--- src/rtl/seq_ctrl_unit.sv ---
// Microcoded-style sequencer: fetch/decode/exec/writeback FSM with PC, call stack and
// registered datapath strobes. en=0 freezes everything (program-load mode).
module seq_ctrl_unit #(
    parameter int unsigned PC_W        = 5,
    parameter int unsigned INSTR_W     = 16,
    parameter int unsigned STACK_DEPTH = 8
) (
    input  logic                                 clk,
    input  logic                                 rstn,
    input  logic                                 en,
    input  logic [INSTR_W-1:0]                   instr_i,
    input  logic                                 instr_valid_i,
    input  logic                                 exec_done_i,
    input  logic                                 zero_i,
    input  logic                                 carry_i,
    output logic [PC_W-1:0]                      pc_o,
    output logic [2:0]                           state_o,
    output logic                                 alu_ce_o,
    output logic                                 acc_we_o,
    output logic                                 rf_we_o,
    output logic                                 dm_we_o,
    output logic [INSTR_W-1:0]                   ir_o,
    output logic [$clog2(STACK_DEPTH+1)-1:0]     sp_o,
    output logic                                 halted_o,
    output logic                                 stack_err_o
);

    localparam int unsigned SP_W  = $clog2(STACK_DEPTH + 1);
    localparam int unsigned PTR_W = $clog2(STACK_DEPTH);

    typedef enum logic [2:0] {
        S_FETCH  = 3'd0,
        S_DECODE = 3'd1,
        S_EXEC   = 3'd2,
        S_WB     = 3'd3,
        S_HALT   = 3'd4
    } state_e;

    localparam logic [3:0] OP_JMP  = 4'd1;
    localparam logic [3:0] OP_CALL = 4'd2;
    localparam logic [3:0] OP_RET  = 4'd3;
    localparam logic [3:0] OP_BRZ  = 4'd4;
    localparam logic [3:0] OP_BRC  = 4'd5;
    localparam logic [3:0] OP_HALT = 4'd6;
    localparam logic [3:0] OP_DP0  = 4'd7;

    state_e                 state_q, state_d;
    logic [PC_W-1:0]        pc_q, pc_d;
    logic [INSTR_W-1:0]     ir_q, ir_d;
    logic [SP_W-1:0]        sp_q, sp_d;
    logic [PC_W-1:0]        stack_q [STACK_DEPTH];
    logic [PC_W-1:0]        stack_d [STACK_DEPTH];
    logic                   taken_q, taken_d;
    logic                   alu_ce_q, alu_ce_d;
    logic                   acc_we_q, acc_we_d;
    logic                   rf_we_q, rf_we_d;
    logic                   dm_we_q, dm_we_d;
    logic                   halted_q, halted_d;
    logic                   stack_err_q, stack_err_d;

    logic [3:0]             opc;
    logic [1:0]             wb_sel;
    logic [PC_W-1:0]        target;
    logic [PC_W-1:0]        pc_inc;
    logic                   is_dp;

    assign opc    = ir_q[INSTR_W-1 -: 4];
    assign wb_sel = ir_q[INSTR_W-7 -: 2];
    assign target = ir_q[PC_W-1:0];
    assign pc_inc = pc_q + PC_W'(1);
    assign is_dp  = (opc >= OP_DP0);

    // Next-state, PC/stack update and next-cycle strobe values
    always_comb begin
        state_d     = state_q;
        pc_d        = pc_q;
        ir_d        = ir_q;
        sp_d        = sp_q;
        stack_d     = stack_q;
        taken_d     = taken_q;
        alu_ce_d    = 1'b0;
        acc_we_d    = 1'b0;
        rf_we_d     = 1'b0;
        dm_we_d     = 1'b0;
        halted_d    = halted_q;
        stack_err_d = stack_err_q;

        if (en) begin
            case (state_q)
                S_FETCH: begin
                    if (instr_valid_i) begin
                        ir_d    = instr_i;
                        state_d = S_DECODE;
                    end
                end
                S_DECODE: begin
                    if (opc == OP_HALT) begin
                        state_d  = S_HALT;
                        halted_d = 1'b1;
                    end else begin
                        state_d  = S_EXEC;
                        alu_ce_d = is_dp;
                    end
                end
                S_EXEC: begin
                    taken_d = ((opc == OP_BRZ) && zero_i) || ((opc == OP_BRC) && carry_i);
                    if (!is_dp || exec_done_i) begin
                        state_d = S_WB;
                        if (is_dp) begin
                            case (wb_sel)
                                2'd0:    acc_we_d = 1'b1;
                                2'd1:    rf_we_d  = 1'b1;
                                2'd2:    dm_we_d  = 1'b1;
                                default: ;
                            endcase
                        end
                    end else begin
                        alu_ce_d = 1'b1;
                    end
                end
                S_WB: begin
                    state_d = S_FETCH;
                    pc_d    = pc_inc;
                    case (opc)
                        OP_JMP: pc_d = target;
                        OP_CALL: begin
                            if (sp_q == SP_W'(STACK_DEPTH)) begin
                                pc_d        = pc_q;
                                stack_err_d = 1'b1;
                                halted_d    = 1'b1;
                                state_d     = S_HALT;
                            end else begin
                                stack_d[PTR_W'(sp_q)] = pc_inc;
                                sp_d                  = sp_q + SP_W'(1);
                                pc_d                  = target;
                            end
                        end
                        OP_RET: begin
                            if (sp_q == '0) begin
                                pc_d        = pc_q;
                                stack_err_d = 1'b1;
                                halted_d    = 1'b1;
                                state_d     = S_HALT;
                            end else begin
                                pc_d = stack_q[PTR_W'(sp_q - SP_W'(1))];
                                sp_d = sp_q - SP_W'(1);
                            end
                        end
                        OP_BRZ, OP_BRC: if (taken_q) pc_d = target;
                        default: ;
                    endcase
                end
                S_HALT: state_d = S_HALT;
                default: state_d = S_FETCH;
            endcase
        end
    end

    always_ff @(posedge clk or negedge rstn) begin
        if (!rstn) begin
            state_q     <= S_FETCH;
            pc_q        <= '0;
            ir_q        <= '0;
            sp_q        <= '0;
            taken_q     <= 1'b0;
            alu_ce_q    <= 1'b0;
            acc_we_q    <= 1'b0;
            rf_we_q     <= 1'b0;
            dm_we_q     <= 1'b0;
            halted_q    <= 1'b0;
            stack_err_q <= 1'b0;
        end else begin
            state_q     <= state_d;
            pc_q        <= pc_d;
            ir_q        <= ir_d;
            sp_q        <= sp_d;
            taken_q     <= taken_d;
            alu_ce_q    <= alu_ce_d;
            acc_we_q    <= acc_we_d;
            rf_we_q     <= rf_we_d;
            dm_we_q     <= dm_we_d;
            halted_q    <= halted_d;
            stack_err_q <= stack_err_d;
        end
    end

    // Return-address storage carries no reset; only sp_q defines valid entries
    always_ff @(posedge clk) begin
        stack_q <= stack_d;
    end

    assign pc_o        = pc_q;
    assign state_o     = state_q;
    assign ir_o        = ir_q;
    assign sp_o        = sp_q;
    assign alu_ce_o    = alu_ce_q;
    assign acc_we_o    = acc_we_q;
    assign rf_we_o     = rf_we_q;
    assign dm_we_o     = dm_we_q;
    assign halted_o    = halted_q;
    assign stack_err_o = stack_err_q;

endmodule

--- config.mk ---
export PLATFORM = sky130hd
export DESIGN_NAME = seq_ctrl_unit
export DESIGN_NICKNAME = d
export VERILOG_FILES = /design/src/rtl/seq_ctrl_unit.sv
export SDC_FILE = /design/constraint.sdc
export NUM_CORES = 1
export LEC_CHECK = 0
export CELL_PAD_IN_SITES_DETAIL_PLACEMENT = 1
export CELL_PAD_IN_SITES_GLOBAL_PLACEMENT = 2
export CORE_MARGIN = 1.5
export CORE_UTILIZATION = 41
export CTS_BUF_LIST = sky130_fd_sc_hd__clkbuf_4 sky130_fd_sc_hd__clkbuf_8
export DETAILED_ROUTE_END_ITERATION = 16
export DONT_BUFFER_PORTS = 1
export PLACE_DENSITY_LB_ADDON = 0.08
export SLEW_MARGIN = 15
export SYNTH_ARGS = -nofsm -noshare
export SYNTH_HDL_FRONTEND = slang
export SYNTH_SLANG_ARGS = --single-unit
--- constraint.sdc ---
create_clock -name clk -period 2.3 [get_ports clk]
set_input_delay 0.345 -clock clk [delete_from_list [all_inputs] [get_ports clk]]
set_output_delay 0.345 -clock clk [all_outputs]
set_load 0.05 [all_outputs]
==> results.json, run 1 <==
{
  "status": "finished, final reports clean",
  "synth_cell_type_count": 46,
  "drv_cap": 0,
  "io_pins": 57,
  "clock_latency_ps": 340,
  "grt_pass1_vias": 2197,
  "setup_violations": 0,
  "nets": 300,
  "dp_hpwl_mm": 5.503,
  "cts.htree.levels": 3,
  "postSynthAreaPerCell_um2": 13.53,
  "fp.dieW_um": 94.01,
  "clock_path_buffers": 2,
  "io_buffers": 0,
  "power_density_nw_per_um2": 1678,
  "initial_core_util_pct": 41.75,
  "rows": 33,
  "post_cts_resized": 0,
  "drt-total-wl_mm": 7.812,
  "drtPass1Iterations": 4,
  "tns_ps": 0,
  "synth_top_area_share_pct": 35.37,
  "yosys_warnings": 0,
  "p_total_w": 0.006619,
  "drc_errors": 0,
  "postCtsHoldBufs": 2,
  "gp_congestion": 0.7447,
  "root_buffer": "clkbuf_8",
  "leakagePower_nw": 1.480,
  "cts_tree": "done",
  "cts_sinks": 75,
  "die_area_um2": 8837,
  "hold_violations": 0,
  "max_freq_ghz": 0.4712,
  "tightest_slew_ps": 841.6,
  "skew_ps": 10.37,
  "end_kind": "flop",
  "synth_nets": 277,
  "post_route_cells_drive_above_1_share_pct": 30.47,
  "worstPathRequired_ps": 2320,
  "period_minus_slack_ps": 2122,
  "period_share_pct": 92.27,
  "die_h_um": 94.01,
  "synth_edf_count": 40,
  "async_reset_ff_share_pct": 46.67,
  "yosysMostFrequentCell": "edfxtp_1",
  "grt_max_degree": 36,
  "core-area_um2": 8134,
  "routedWlPerCell_um": 20.34,
  "overflow": 0,
  "cts-buffers-inserted": 9,
  "grt_pass1_wl_mm": 12.20,
  "syn_inst": 251,
  "antenna_found_initial": 0,
  "antenna_left": 0,
  "hold_class": "input port to flop",
  "critPathLaunchType": "flop",
  "ys_ff_latch": 75,
  "post_cts_buffers": 0,
  "post-route-util_pct": 48.48,
  "synthToLayoutAreaGrowth_pct": 16.14,
  "synth_area_um2": 3396,
  "num_vias": 2125,
  "ys_seq_area_share_pct": 61.16,
  "clkSlewWorstSetupHoldPaths_ps": 80,
  "grtUsageTotal_pct": 19.06,
  "synth_common_cells": "40 x edfxtp_1, 35 x dfrtp_1, 21 x mux2i_1",
  "drv_slew": 0,
  "cp_max_fo": 5,
  "vdd_drop_max_uv": 607.5,
  "slew_headroom_pct": 43.49,
  "synth_flop_cell": "edfxtp_1",
  "critPathArrivalTime_ps": 2140,
  "rsz0062_at_grt": "no",
  "dr.first_iter.drc_count": 74,
  "viasPerCell": 5.534,
  "critPathKind": "flop to flop",
  "fill_cells": 832,
  "yosysTopAreaCell": "edfxtp_1",
  "synth_area_leaders": "edfxtp_1 35%, dfrtp_1 26%, mux2i_1 6.2%",
  "diodes": 0
}
metal layers:
| layer | share of wire (%) | wire [µm] | track usage, % | up-vias |
|---|---|---|---|---|
| met3 | 4.4 | 343 | 5.259 | 10 |
| met2 | 53 | 4117 | 32.13 | 49 |
| met5 | 0 | 0 | 0 | - |
| met1 | 42 | 3252 | 23.72 | 1078 |
| met4 | 1.3 | 99 | 6.095 | 0 |
| li1 | - | - | - | 988 |
report_power, final:
group / internal [W] / leakage [nW] / switching, W
clock: 0.000625 / 0.106 / 0.000496
combinational: 0.00108 / 0.590 / 0.00182
sequential: 0.00187 / 0.784 / 0.000719
flip-flops by register name (all words and copies together) (netlist names), 3 cells and up:
name	count
ir_o	16
pc_o	5
sp_o	4
stack_q	40
state_o	3
path summary, 6_finish.rpt:
check,endpoint,cells after the start,slack (ps),from
max in group asynchronous,sp_o[0],2,1640,rstn
worst min-delay path,state_o[0],1,90,en
worst max-delay path,stack_q[33],4,180,ir_o[14]
worst min register to register,taken_q,2,500,taken_q
worst max register to register,stack_q[33],4,180,ir_o[14]
min in group asynchronous,pc_o[4],2,470,rstn
critical path: stages, from the launching register on:
cell       delay (ps)
dfrtp_2           410
or3b_4            440
a2111oi_4         410
nand2_2           230
nor3_4            310
final cells by class:
class	instances	area [µm²]	area share [%]
clock buffers	10	131.4	3.331
flip-flops and latches	75	2083	52.82
well taps	105	131.4	3.331
multi-input cells	158	1271	32.23
clock inverters	6	88.84	2.253
inverters	4	15.01	0.3807
repair buffers	26	222.7	5.647
cell families after synthesis:
| family | count (synthesis) | synth area share (%) |
|---|---|---|
| xor+xnor | 11 | 2.837 |
| simple gates | 71 | 12.23 |
| compound gates | 35 | 7.959 |
| flops | 75 | 61.16 |
| fa+ha+maj | 3 | 1.105 |
| mux | 38 | 11.83 |
| buf+inv | 18 | 2.874 |
through the flow:
stage               std cells  hold WS [ps]  instance area, µm²  setup slack [ps]
floorplan                 251         49.41                3458             6.980
detailed placement        366         49.84                3694             202.0
finish                    384         91.71                3944             177.8
global placement          366         49.98                3694             261.2
CTS                       384         74.62                3944             147.1
global route              384         83.45                3944             65.30
layout by cell type (no fill, tap or decap), drive strengths merged, types with 2 or more instances in the layout:
| cell | count |
|---|---|
| edfxtp | 40 |
| dfrtp | 35 |
| buf | 25 |
| mux2i | 21 |
| nand3 | 19 |
| mux2 | 17 |
| nor2 | 16 |
| a31oi | 12 |
| clkbuf | 10 |
| nand2 | 8 |
| xnor2 | 7 |
| o21ai | 7 |
| nor3b | 6 |
| nand4 | 6 |
| a22oi | 5 |
| inv | 5 |
| xor2 | 4 |
| nor3 | 3 |
| ha | 3 |
| nand2b | 2 |
| a21oi | 2 |
| a21o | 2 |
| bufinv | 2 |
| clkinvlp | 2 |
| or3b | 2 |
Power figures use the tool's default switching activity.
==> run 2, diff against run 1 <==
Settings changed: HOLD_SLACK_MARGIN from default to 0.02.
==> results of run 2 <==
No change in the layout: final DEF, timing and power equal those of run 1.
